`src/rtl/seq_pkg.sv`:
```
// Shared types and constants for the serial sequence generator family.
package seq_pkg;

    // Sequencer FSM states
    typedef enum logic {
        IDLE = 1'b0,
        RUN  = 1'b1
    } state_t;

    // MODE input encodings
    localparam logic MODE_REPEAT  = 1'b0;
    localparam logic MODE_ONESHOT = 1'b1;

    // Classic lab sequence 1,1,0,1,0,0,0,1,0,1 (bit i is emitted at step i)
    localparam logic [15:0] LAB_PAT = 16'h028B;
    localparam int          LAB_LEN = 10;

    // A length is usable only if it selects at least one bit and fits the pattern register
    function automatic logic len_ok(input int unsigned len, input int unsigned max_len);
        return (len >= 1) && (len <= max_len);
    endfunction

endpackage

```
`src/rtl/seq_ptr_cnt.sv`:
```
// Wrap-at-len bit pointer: counts 0..len-1 while enabled, flags the last
// position (tc) and any out-of-range value (ovr) so the owner can recover.
module seq_ptr_cnt #(
    parameter int PTR_W = 4,
    parameter int LEN_W = 5
) (
    input  logic             CLK,
    input  logic             RST,
    input  logic             clr,
    input  logic             en,
    input  logic [LEN_W-1:0] len,
    output logic [PTR_W-1:0] ptr,
    output logic             tc,
    output logic             ovr
);

    logic [LEN_W-1:0] ptr_ext;

    assign ptr_ext = LEN_W'(ptr);
    assign tc      = (ptr_ext == len - LEN_W'(1));
    assign ovr     = (ptr_ext >= len);

    // Pointer register: clear wins, otherwise advance and wrap after the terminal count
    always_ff @(posedge CLK or posedge RST) begin
        // NOTE: sequential state is updated with non-blocking assignments so every
        // register samples pre-edge values, matching the hardware regardless of block order.
        if (RST) begin
            ptr <= '0;
        end else if (clr) begin
            ptr <= '0;
        end else if (en) begin
            ptr <= tc ? '0 : ptr + PTR_W'(1);
        end
    end

endmodule

```
`src/rtl/seq_gen_prog.sv`:
```
// Programmable serial pattern generator: shifts a loadable pattern out LSB-first
// on Z, either free-running (repeat) or one pass per START (one-shot).
module seq_gen_prog
    import seq_pkg::*;
#(
    parameter int                 MAX_LEN = 16,
    parameter int                 LEN_W   = $clog2(MAX_LEN + 1),
    parameter int                 PTR_W   = $clog2(MAX_LEN),
    parameter int                 DEF_LEN = LAB_LEN,
    parameter logic [MAX_LEN-1:0] DEF_PAT = MAX_LEN'(LAB_PAT)
) (
    input  logic               CLK,
    input  logic               RST,
    input  logic               EN,
    input  logic               MODE,
    input  logic               START,
    input  logic               LOAD,
    input  logic [MAX_LEN-1:0] PAT_IN,
    input  logic [LEN_W-1:0]   LEN_IN,
    output logic               Z,
    output logic               VALID,
    output logic               SOS,
    output logic               DONE,
    output logic               ERR
);

    state_t             state;
    logic [MAX_LEN-1:0] pat;
    logic [LEN_W-1:0]   len;
    logic [PTR_W-1:0]   ptr;
    logic               ptr_tc;
    logic               ptr_ovr;
    logic               load_ok;
    logic               trigger;
    logic               state_ok;
    logic               cnt_clr;
    logic               cnt_en;

    // Edge-by-edge control decode shared by the pointer counter and the FSM
    always_comb begin
        // NOTE: every combinational output gets a default first, so no path
        // leaves a signal unassigned and no latch is inferred.
        load_ok  = LOAD && len_ok(32'(LEN_IN), MAX_LEN);
        trigger  = (MODE == MODE_REPEAT) || START;
        state_ok = (state == IDLE) || (state == RUN);
        cnt_clr  = 1'b0;
        cnt_en   = 1'b0;
        if (load_ok) begin
            cnt_clr = 1'b1;
        end else if (EN) begin
            if (ptr_ovr || !state_ok) begin
                cnt_clr = 1'b1;
            end else if ((state == RUN) || trigger) begin
                // In IDLE the pointer sits at 0, so advancing emits step 0 and
                // the terminal count covers the single-bit pattern.
                cnt_en = 1'b1;
            end
        end
    end

    seq_ptr_cnt #(
        .PTR_W (PTR_W),
        .LEN_W (LEN_W)
    ) u_ptr (
        .CLK (CLK),
        .RST (RST),
        .clr (cnt_clr),
        .en  (cnt_en),
        .len (len),
        .ptr (ptr),
        .tc  (ptr_tc),
        .ovr (ptr_ovr)
    );

    // Pattern/length registers, sequencing FSM and registered outputs
    always_ff @(posedge CLK or posedge RST) begin
        if (RST) begin
            pat   <= DEF_PAT;
            len   <= LEN_W'(DEF_LEN);
            state <= IDLE;
            Z     <= 1'b0;
            VALID <= 1'b0;
            SOS   <= 1'b0;
            DONE  <= 1'b0;
            ERR   <= 1'b0;
        end else begin
            DONE <= 1'b0;
            ERR  <= 1'b0;
            if (load_ok) begin
                // A good load aborts the current pass silently and waits in IDLE
                pat   <= PAT_IN;
                len   <= LEN_IN;
                state <= IDLE;
                Z     <= 1'b0;
                VALID <= 1'b0;
                SOS   <= 1'b0;
            end else begin
                // A bad load only flags the error; sequencing carries on untouched
                if (LOAD) begin
                    ERR <= 1'b1;
                end
                if (!EN) begin
                    VALID <= 1'b0;
                    SOS   <= 1'b0;
                end else if (ptr_ovr || !state_ok) begin
                    state <= IDLE;
                    Z     <= 1'b0;
                    VALID <= 1'b0;
                    SOS   <= 1'b0;
                end else begin
                    case (state)
                        IDLE: begin
                            if (trigger) begin
                                Z     <= pat[0];
                                VALID <= 1'b1;
                                SOS   <= 1'b1;
                                if (ptr_tc && (MODE == MODE_ONESHOT)) begin
                                    state <= IDLE;
                                    DONE  <= 1'b1;
                                end else begin
                                    state <= RUN;
                                end
                            end else begin
                                Z     <= 1'b0;
                                VALID <= 1'b0;
                                SOS   <= 1'b0;
                            end
                        end
                        RUN: begin
                            Z     <= pat[ptr];
                            VALID <= 1'b1;
                            SOS   <= (ptr == '0);
                            if (ptr_tc && (MODE == MODE_ONESHOT)) begin
                                state <= IDLE;
                                DONE  <= 1'b1;
                            end
                        end
                        default: begin
                            state <= IDLE;
                            Z     <= 1'b0;
                            VALID <= 1'b0;
                            SOS   <= 1'b0;
                        end
                    endcase
                end
            end
        end
    end

endmodule
```
`config.mk`:
```
export PLATFORM = sky130hd
export DESIGN_NAME = seq_gen_prog
export DESIGN_NICKNAME = d
export VERILOG_FILES = /design/src/rtl/seq_pkg.sv /design/src/rtl/seq_ptr_cnt.sv /design/src/rtl/seq_gen_prog.sv
export SDC_FILE = /design/constraint.sdc
export NUM_CORES = 1
export LEC_CHECK = 0
export BUFFER_PORTS_ARGS = -buffer_cell sky130_fd_sc_hd__buf_2
export CORE_AREA = 2 2 65 67
export DETAILED_ROUTE_END_ITERATION = 12
export DIE_AREA = 0 0 67 69
export PLACE_DENSITY = 0.72
export SYNTH_ARGS = -nofsm -noshare
export SYNTH_HDL_FRONTEND = slang
export SYNTH_SLANG_ARGS = --single-unit
```
`constraint.sdc`:
```
create_clock -name CLK -period 3.45 [get_ports CLK]
set_clock_uncertainty 0.1 [all_clocks]
set_input_delay 0.5175 -clock CLK [delete_from_list [all_inputs] [get_ports CLK]]
set_output_delay 0.5175 -clock CLK [all_outputs]
set_load 0.1 [all_outputs]
```
### Word level (Yosys, flattened, before mapping)

Cells that the tools add are included.

| storage, ports and cells | value |
|---|---|
| register bits | 31 |
| latch bits | 0 |
| RAM bits | 0 |
| ROM bits | 0 |
| input bits | 27 |
| output and inout bits | 5 |
| logic and storage cells | 66 |
| memories kept | 0 |

| operators by class | value |
|---|---|
| add/sub/neg operators | 2 |
| multiply operators | 0 |
| div/mod/pow operators | 0 |
| magnitude comparators | 4 |
| equality and inequality tests | 1 |
| shifts and indexed selects | 0 |
| multiplexer cells | 40 |
| bitwise operators | 2 |
| reduce and logical (&&, ||, !) cells | 8 |

Operator list:

| kind | number |
|---|---|
| 2-to-1 mux 1 bit | 31 |
| 2-to-1 mux 4 bit | 3 |
| one-hot mux 1 bit (2 select lines) | 5 |
| equality test 4 x 5 -> 1 bit | 1 |
| >= comparator 4 x 5 -> 1 bit | 1 |
| >= comparator 5 x 1 -> 1 bit (second input constant) | 1 |
| <= comparator 5 bit (second input constant) | 1 |
| < comparator 4 x 5 -> 1 bit (second input constant) | 1 |
| subtractor 5 x 1 -> 5 bit (second input constant) | 1 |
| adder 4 x 1 -> 4 bit (second input constant) | 1 |
| binary-select mux 1 bit (select 4 bit) | 1 |
| zero test 4 bit | 1 |
| nonzero test 2 bit | 2 |
| logical AND 1 bit | 3 |
| logical OR 1 bit | 2 |
| NOT 1 bit | 2 |

### Logic depth before layout (Yosys ltp)

Gate-level depths: netlist (run 1).

| logic depth | value |
|---|---|
| depth after elaboration | 9 |
| depth in mapped cells | 8 |
| mapped depth without buffers | 7 |

### By module

From an unflattened synthesis (run 1), not the netlist that was laid out.

| unflattened totals | value |
|---|---|
| cell total of the unflattened synthesis | 133 |
| area, all modules | 1667.8 um2 |

Modules (own cells, without submodules):

| module | times used | cells an instance | area each (um2) | seq. area each (um2) |
|---|---|---|---|---|
| seq_gen_prog | 1 | 84 | 1226.2 | 684.4 |
| seq_ptr_cnt | 1 | 49 | 441.7 | 100.1 |

### Worst setup path before layout (run 1)

Ideal clock, no wire load.

| timing path | value |
|---|---|
| kind | register to register |
| start | register u_ptr.ptr[0] |
| end | register Z |
| library setup time | 0.104 ns |
| arrival | 2.013 ns |
| required time | 3.246 ns |
| slack | 1.233 ns |
| stages on the path, launching flop included | 9 |
| path buffers | 1 |
| period minus slack after synthesis | 2.217 ns |
| path through | dfrtp_1 > buf_2 > inv_1 > ha_1 > nand2b_1 > a2111oi_2 > o31a_2 > nand2_1 > o311ai_1 |

| on the way | value |
|---|---|
| word-level cells in the longest chain between the ends | 6 |
| elaborated cells between the ends (all ways) | 7 |
| those cells by class | order compare (1); mux (6) |

RTL lines:

| element | line | source |
|---|---|---|
| from (decl) | seq_ptr_cnt.sv:12 | `output logic [PTR_W-1:0] ptr,` |
| from (signal assigned) | seq_ptr_cnt.sv:32 | `ptr <= tc ? '0 : ptr + PTR_W'(1);` |
| binary-select mux 1 bit (select 4 bit) | seq_gen_prog.sv:130 | `Z <= pat[ptr];` |
| 2-to-1 mux 1 bit (not written as such) | seq_gen_prog.sv:130 |  |
| one-hot mux 1 bit (2 select lines) | seq_gen_prog.sv:111 | `case (state)` |
| 2-to-1 mux 1 bit (*) | seq_gen_prog.sv:105 | `end else if (ptr_ovr \|\| !state_ok) begin` |
| 2-to-1 mux 1 bit (*) | seq_gen_prog.sv:102 | `if (!EN) begin` |
| 2-to-1 mux 1 bit (*) | seq_gen_prog.sv:89 | `if (load_ok) begin` |
| to (signal assigned) | seq_gen_prog.sv:114 | `Z <= pat[0];` |
| to (signal assigned) | seq_gen_prog.sv:130 |  |
| to (decl) | seq_gen_prog.sv:20 | `output logic Z,` |

Mark *: on every way between the ends. The rest lies on a longest branch, timed or not. The select of a mux whose other input is x is not followed.
A chain may end at the register's enable or synchronous reset.

### Worst setup path after layout (run 1)

Ends and elaborated chain as after synthesis.

==> results of run 1 <==
[flip-flops by register name, summed over array words and instances, names as in the netlist]
name       cells
Z              1
u_ptr.ptr      4
ERR            1
SOS            1
len            5
DONE           1
VALID          1
state          1
pat           16
[stage by stage]
step	instances	util
5_1_grt	231	0.509
4_1_cts	231	0.509
3_5_place_dp	223	0.482
2_1_floorplan	146	-
3_3_place_gp	223	0.482
6_report	231	0.509
[path summary, 6_finish.rpt]
path,endpoint,slack (ns)
worst min-delay path,pat[0],0.33
worst max register to register,Z,0.97
worst min register to register,pat[4],0.39
worst max-delay path,Z,0.97
max in group asynchronous,len[1],2.11
min in group asynchronous,u_ptr.ptr[0],0.40
[cell usage in the layout, fill, tap and decap left out, types with 2 or more instances in the layout]
master,n
sky130_fd_sc_hd__mux2_1,9
sky130_fd_sc_hd__xor2_1,2
sky130_fd_sc_hd__o21ai_0,9
sky130_fd_sc_hd__mux4_2,5
sky130_fd_sc_hd__nand2b_1,4
sky130_fd_sc_hd__nand2_1,8
sky130_fd_sc_hd__a21oi_1,5
sky130_fd_sc_hd__buf_4,2
sky130_fd_sc_hd__nand3b_1,2
sky130_fd_sc_hd__buf_2,31
sky130_fd_sc_hd__ha_1,7
sky130_fd_sc_hd__nor3_1,4
sky130_fd_sc_hd__mux2_2,6
sky130_fd_sc_hd__inv_1,11
sky130_fd_sc_hd__dfrtp_1,24
sky130_fd_sc_hd__nor2b_1,2
sky130_fd_sc_hd__clkbuf_8,7
sky130_fd_sc_hd__a31oi_1,2
sky130_fd_sc_hd__nor2_1,6
sky130_fd_sc_hd__nand3_1,2
sky130_fd_sc_hd__dfstp_2,7
sky130_fd_sc_hd__xnor2_1,2
sky130_fd_sc_hd__nand4_1,4
[worst max-delay path: stages (launching register included)]
cell and delay, ns:
sky130_fd_sc_hd__dfrtp_1 0.55, sky130_fd_sc_hd__inv_1 0.14, sky130_fd_sc_hd__ha_1 0.31, sky130_fd_sc_hd__nand2b_1 0.16
sky130_fd_sc_hd__a2111oi_2 0.47, sky130_fd_sc_hd__o31a_2 0.27, sky130_fd_sc_hd__nand2_1 0.14, sky130_fd_sc_hd__o311ai_1 0.26
[final cells by class]
| cell class | count | area (um2) |
|---|---|---|
| tap | 50 | 62.6 |
| clock buffer | 7 | 96.3 |
| timing repair buffer | 33 | 170 |
| sequential | 31 | 785 |
| multi-input combinational | 98 | 830 |
| clock inverter | 1 | 7.51 |
| fill | 361 | 1920 |
| inverter | 11 | 41.3 |
[per-layer routing]
layer	wire length, um	GRT usage	vias up
li1	-	-	594
met1	1400	0.184	609
met2	1720	0.273	36
met3	188	0.0653	5
met4	27	0.0454	0
met5	0	0	-
[power by group through the flow]
stage / registers, uW / logic [uW] / clock network (uW)
after floorplan: 604 / 350 / 0
after global placement: 538 / 505 / 0
after detailed placement: 544 / 524 / 0
after CTS: 539 / 527 / 319
after global routing: 553 / 573 / 343
final: 538 / 525 / 312
[cells by family (layout without fill, tap and decap cells)]
kind of cell,Yosys count,in the layout
and+or+nand+nor,41,41
muxes,21,21
xor gates and xnor gates,4,4
buffers and inverters,17,52
AOI/OAI and AO/OA,25,25
adders and majority gates,7,7
DFF,31,31
==> parameters.txt, run 1 <==
Parameter                              Value

Synth
  Most common library cells after synthesis    sky130_fd_sc_hd__dfrtp_1, sky130_fd_sc_hd__inv_1, sky130_fd_sc_hd__mux2_1, sky130_fd_sc_hd__o21ai_0, sky130_fd_sc_hd__nand2_1
  Fraction of the mapped netlist area in adder cells    0.0518
  Post-Synthesis Cells    approximately 150
  Share of synthesized area occupied by flip-flops and latches    0.464
  Mapped Nets    180
  Parity-gate share of the synthesized area counting xor and xnor cells    0.0207
  Most numerous cell in the Yosys netlist    sky130_fd_sc_hd__dfrtp_1
  Fraction of the mapped netlist area in simple logic gates    0.142
  Mean Syn Cell Area    about 12 um2
  Leading register cell type out of synthesis    sky130_fd_sc_hd__dfrtp_1
  Dominant cell type by area after synthesis    sky130_fd_sc_hd__dfrtp_1
  EDFF count, synth    0
  Top post-synthesis cells by area    sky130_fd_sc_hd__dfrtp_1, sky130_fd_sc_hd__dfstp_2, sky130_fd_sc_hd__mux4_2
  Largest family of logic cells by synthesized area    multiplexers
  Combined area of all synthesized cells    1690 um2
  Number of unique standard cell types used by synthesis    42
  Number of storage elements in the synthesis netlist    31
  Fraction of the mapped netlist area in compound gates    0.101
  Share of cell area taken by muxes after synthesis    0.172
  Share of async-settable or async-resettable flops after synthesis    1.00
  Synth Warn #    0
  Top cell type's share of synthesized area    0.355

Final layout
  Final Cell Area    1990 um2
  Share of layout cells above drive strength 1    0.359
  Total Nets Final    214
  Diode insertion count for antenna repair    0
  Area overhead of the layout relative to synthesis    17.8%

Detailed routing
  Number of vias per cell    ~5.4
  Average detailed-routed wire length per instance    14.4 um
  Number of design-rule violations left by the first detailed-router iteration    31
  Vias    around 1200
  Wire length reported by the detailed router    3340 um
  Length of the first detailed-routing pass in iterations    4
  DRC violations left    0
  Number of nets with antenna violations after detailed routing    0

Power and ir drop
  Proportion of total power due to net switching    0.381
  Leakage    0.000902 uW
  Sequential share of power    0.391
  Net load switching power    roughly 520 uW
  Power density relative to cell area    691 nW/um2
  Part of the total power dissipated in the clock network    0.227
  Combinational group share of total power    0.382
  Power consumption    around 1400 uW
  Worst ir drop on vdd    around 330 uV
  Int Pwr    ~850 uW

STA
  Crit path setup slack, layout    0.966 ns
  Sum of negative setup slack    0 ns
  Final hold violation count    0
  Transition at the pin with the smallest max-transition slack    roughly 1.1 ns
  Max-Slew Margin vs Limit    0.270
  Highest clock rate    approximately 400 MHz
  Final Critical Period    approximately 2.5 ns
  Final-report max-slew violation count    0
  Final setup violation count    0
  Final worst path period share    0.720
  RSZ-0062 raised after global routing    false
  Post-Route Hold Slack    0.335 ns

Setup path
  R2R depth    7
  Worst EP required    3.53 ns
  Category of the most critical setup path    flop to flop
  Maximum fanout along the worst path    8
  Startpoint of the worst setup timing path    u_ptr.ptr[0]
  Launching element type of the critical path    flop
  Arr. time, crit path    2.57 ns
  Reg-to-Reg Start    u_ptr.ptr[0]
  Worst setup EP type    flop

Clock tree
  Clk buf depth    2
  Hold-fix buffers at CTS    0
  Htree depth    2
  Clock sink count    31
  Clock buffer count from CTS    5
  Number of buffers inserted by post-CTS setup repair    0
  Total of cells resized after clock tree synthesis    0
  CTS tree    done
  Clock root buffer    sky130_fd_sc_hd__clkbuf_8
  Clock input transition at the sequential cells of the worst setup and hold paths    0.06 ns
  Later-pin clock latency in the skew report    0.28 ns

Min path
  Class of the worst hold path    input port to flop
  Worst Hold Depth    3
  Hold Crit Start    PAT_IN[0]

Global route
  Via count of the first global-routing pass    1319
  Gr usage total    0.161
  Overflow after GRT    0
  First-pass GRT wire length    5700 um
  Pin count of the biggest net entering global routing    31
  Antenna violations before repair    0

Die
  Core Rows    23
  Die ar.    approximately 4600 um2
  Initial standard-cell utilization of the core    0.432
  Number of I/O pins    32
  Placeable core area    3910 um2
  Chip Height    69 um
  Width of the die    67 um

Run status
  Run status    complete, no violations

Placement
  Post-placement worst setup slack    0.976 ns
  Port Buffer Count    31
  Standard cell area after detailed placement    1890 um2
  Final Wtd Congestion    just over 0.9
  DPL Wire Length    2520 um

Run
  Max_cap viols    0
No activity file was read; power rests on OpenSTA's default activity.
==> inputs of run 2 (changes only) <==
- ABC_AREA: not set -> 1
- CORE_AREA: 2 2 65 67 -> 2 2 66 68
- DIE_AREA: 0 0 67 69 -> 0 0 68 70
- clock period: 3.45 -> 2.3 ns (I/O delays scaled with it)
==> run 2 against run 1 <==
Critical path depth is 4 higher. Sequential share of layout area is 1.4 points lower. Synthesized cell count is 40% higher. Global-route usage is 0.68 points higher.
==> parameters.txt, run 2 <==
Parameter                              Value

STA
  Sum of negative setup slack    0 ns (unchanged)
  Final hold violation count    0 (unchanged)
  RSZ-0062 raised after global routing    false
  Final-report max-slew violation count    0 (unchanged)
  Final Critical Period    2.00 ns (-0.479 ns)
  Post-Route Hold Slack    0.0289 ns (-0.306 ns)
  Final worst path period share    0.872 (+0.152)
  Crit path setup slack, layout    0.295 ns (-0.671 ns)
  Highest clock rate    499 MHz (+24%)
  Max-Slew Margin vs Limit    0.676 (+0.406)
  Transition at the pin with the smallest max-transition slack    0.489 ns (-0.605 ns)
  Final setup violation count    0 (unchanged)

Final layout
  Max FFs per register    16 (unchanged)
  Count of filler cells inserted in the layout    401 (+11%)
  FF/Latch Area    785 um2 (unchanged)
  Total Nets Final    276 (+29%)
  Register bank with the most flops    pat
  Multi-input gate area    838 um2 (+1.1%)
  Biggest registers after layout    pat: 16 flops, len: 5 flops, u_ptr.ptr: 4 flops
  Diode insertion count for antenna repair    0 (unchanged)
  Most common cell after layout, fill and taps aside    sky130_fd_sc_hd__nand2_1
  Final Cell Area    2060 um2 (+3.6%)
  Area overhead of the layout relative to synthesis    17.2%
  Share of layout cells above drive strength 1    0.296 (-0.0628)
  Commonest cells after routing, fill and taps aside    sky130_fd_sc_hd__nand2_1, sky130_fd_sc_hd__buf_2, sky130_fd_sc_hd__nand3_1

Die
  Chip Height    70 um (+1.4%)
  Initial standard-cell utilization of the core    0.425 (-0.00678)
  Core Rows    24 (+4.3%)
  Die ar.    4760 um2 (+3.0%)
  Number of I/O pins    32 (unchanged)
  Width of the die    68 um (+1.5%)
  Placeable core area    4140 um2 (+5.9%)

Min path
  Class of the worst hold path    input port to async pin

Power and ir drop
  Power density relative to cell area    920 nW/um2 (+33%)
  Leakage    0.00111 uW (+23%)
  Worst ir drop on vdd    564 uV (+69%)
  Power consumption    1900 uW (+38%)

Synth
  Share of synthesized area occupied by flip-flops and latches    0.445 (-0.0188)
  Post-Synthesis Cells    204 (+40%)
  Number of unique standard cell types used by synthesis    25 (-40%)
  Most common library cells after synthesis    sky130_fd_sc_hd__nand2_1, sky130_fd_sc_hd__nand3_1, sky130_fd_sc_hd__dfrtp_1
  Number of storage elements in the synthesis netlist    31 (unchanged)
  Top post-synthesis cells by area    sky130_fd_sc_hd__dfrtp_1, sky130_fd_sc_hd__nand2_1, sky130_fd_sc_hd__dfstp_2
  Dominant cell type by area after synthesis    sky130_fd_sc_hd__dfrtp_1
  Share of cell area taken by muxes after synthesis    0.121 (-0.0510)
  Fraction of the mapped netlist area in simple logic gates    0.263 (+0.121)
  Fraction of the mapped netlist area in compound gates    0.0270 (-0.0744)
  Largest family of logic cells by synthesized area    simple AND/OR/NAND/NOR gates
  Leading register cell type out of synthesis    sky130_fd_sc_hd__dfrtp_1
  Top cell type's share of synthesized area    0.341 (-0.0144)
  Share of async-settable or async-resettable flops after synthesis    1.00 (unchanged)
  EDFF count, synth    0 (unchanged)
  Fraction of the mapped netlist area in adder cells    0.0497 (-0.00210)
  Most numerous cell in the Yosys netlist    sky130_fd_sc_hd__nand2_1
  Combined area of all synthesized cells    1760 um2 (+4.2%)
  Mean Syn Cell Area    8.64 um2 (-25%)
  Parity-gate share of the synthesized area counting xor and xnor cells    0.0149 (-0.00581)
  Mapped Nets    238 (+32%)
  Synth Warn #    0 (unchanged)

Clock tree
  Clock root buffer    sky130_fd_sc_hd__clkbuf_8
  Number of buffers inserted by post-CTS setup repair    0 (unchanged)
  Clock buffer count from CTS    5 (unchanged)
  Total of cells resized after clock tree synthesis    0 (unchanged)
  Clk buf depth    2 (unchanged)
  Htree depth    2 (unchanged)
  CTS tree    done
  Clock sink count    31 (unchanged)
  Later-pin clock latency in the skew report    0.28 ns (about the same)
  Hold-fix buffers at CTS    0 (unchanged)
  Clock input transition at the sequential cells of the worst setup and hold paths    0.06 ns (about the same)

Placement
  Post-placement worst setup slack    0.317 ns (-0.660 ns)
  Port Buffer Count    31 (unchanged)
  Standard cell area after detailed placement    1980 um2 (+5.0%)
  Final Wtd Congestion    0.775 (-17%)
  DPL Wire Length    2610 um (+3.6%)

Detailed routing
  DRC violations left    0 (unchanged)
  Average detailed-routed wire length per instance    12.1 um (-16%)
  Number of design-rule violations left by the first detailed-router iteration    45 (+45%)
  Length of the first detailed-routing pass in iterations    4 (unchanged)
  Number of vias per cell    4.79 (-11%)
  Number of nets with antenna violations after detailed routing    0 (unchanged)
  Wire length reported by the detailed router    3570 um (+6.9%)
  Vias    1414 (+14%)

Global route
  Pin count of the biggest net entering global routing    32 (+3.2%)
  Antenna violations before repair    0 (unchanged)
  Gr usage total    0.168 (+0.00685)
  Via count of the first global-routing pass    1334 (+1.1%)
  Overflow after GRT    0 (unchanged)
  First-pass GRT wire length    5970 um (+4.7%)

Setup path
  Worst setup EP type    flop
  Maximum fanout along the worst path    8 (unchanged)
  Launching element type of the critical path    flop
  Category of the most critical setup path    flop to flop
  Worst EP required    2.37 ns (-1.16 ns)
  Arr. time, crit path    2.08 ns (-0.49 ns)

Run
  Max_cap viols    0 (unchanged)

Run status
  Run status    complete, no violations
[run 2: kinds of logic (layout without fill, tap and decap cells)]
kind of cell,count (synthesis),in the layout
compound gates,9,9
xor+xnor,3,3
fa+ha+maj,7,7
buf+inv,29,68
flops,31,31
mux,16,16
simple gates,109,109
[run 2: per-stage QoR]
step,util,cells
3_3_place_gp,0.479,287
3_5_place_dp,0.479,287
5_1_grt,0.498,295
6_report,0.498,295
4_1_cts,0.498,295
2_1_floorplan,-,204
[run 2: final timing paths]
check                      slack (ns)  cells after the start           end  startpoint
setup / recovery                 0.30                     11  u_ptr.ptr[1]      len[3]
hold / removal                   0.03                      3       pat[13]         RST
setup reg to reg                 0.30                     11  u_ptr.ptr[1]      len[3]
hold reg to reg                  0.39                      2             Z           Z
max in group asynchronous        1.75                      3        len[1]         RST
min in group CLK                 0.19                      2        pat[9]   PAT_IN[9]
[run 2: routing by layer]
metal / vias to the layer above / wire length, um / GRT usage
met5: - / 0 / 0
met4: 0 / 74 / 0.0778
met3: 9 / 112 / 0.0403
met2: 23 / 1690 / 0.237
met1: 652 / 1690 / 0.241
li1: 730 / - / -
[run 2: worst max-delay path, cell delays in order, from the launching register on]
cell and delay, ns:
sky130_fd_sc_hd__dfstp_2 0.54, sky130_fd_sc_hd__inv_1 0.08, sky130_fd_sc_hd__ha_1 0.32, sky130_fd_sc_hd__inv_1 0.04, sky130_fd_sc_hd__nor2_1 0.11, sky130_fd_sc_hd__nand3_1 0.08
sky130_fd_sc_hd__nand3_1 0.07, sky130_fd_sc_hd__nor2_1 0.05, sky130_fd_sc_hd__nand2_1 0.19, sky130_fd_sc_hd__inv_1 0.15, sky130_fd_sc_hd__nand2_1 0.10, sky130_fd_sc_hd__nand2_1 0.05
[run 2: cell type report]
type,count,share of cell area
Multi-Input combinational cell,144,0.406
Sequential cell,31,0.380
Timing Repair Buffer,36,0.0994
Inverter,24,0.0436
Clock buffer,7,0.0370
Tap cell,52,0.0315
Clock inverter,1,0.00242
[run 2: power breakdown]
part           leakage [uW]  switching, uW  internal, uW
Combinational      0.000703            471           281
Clock             0.0000422            196           212
Sequential         0.000367           78.1           660
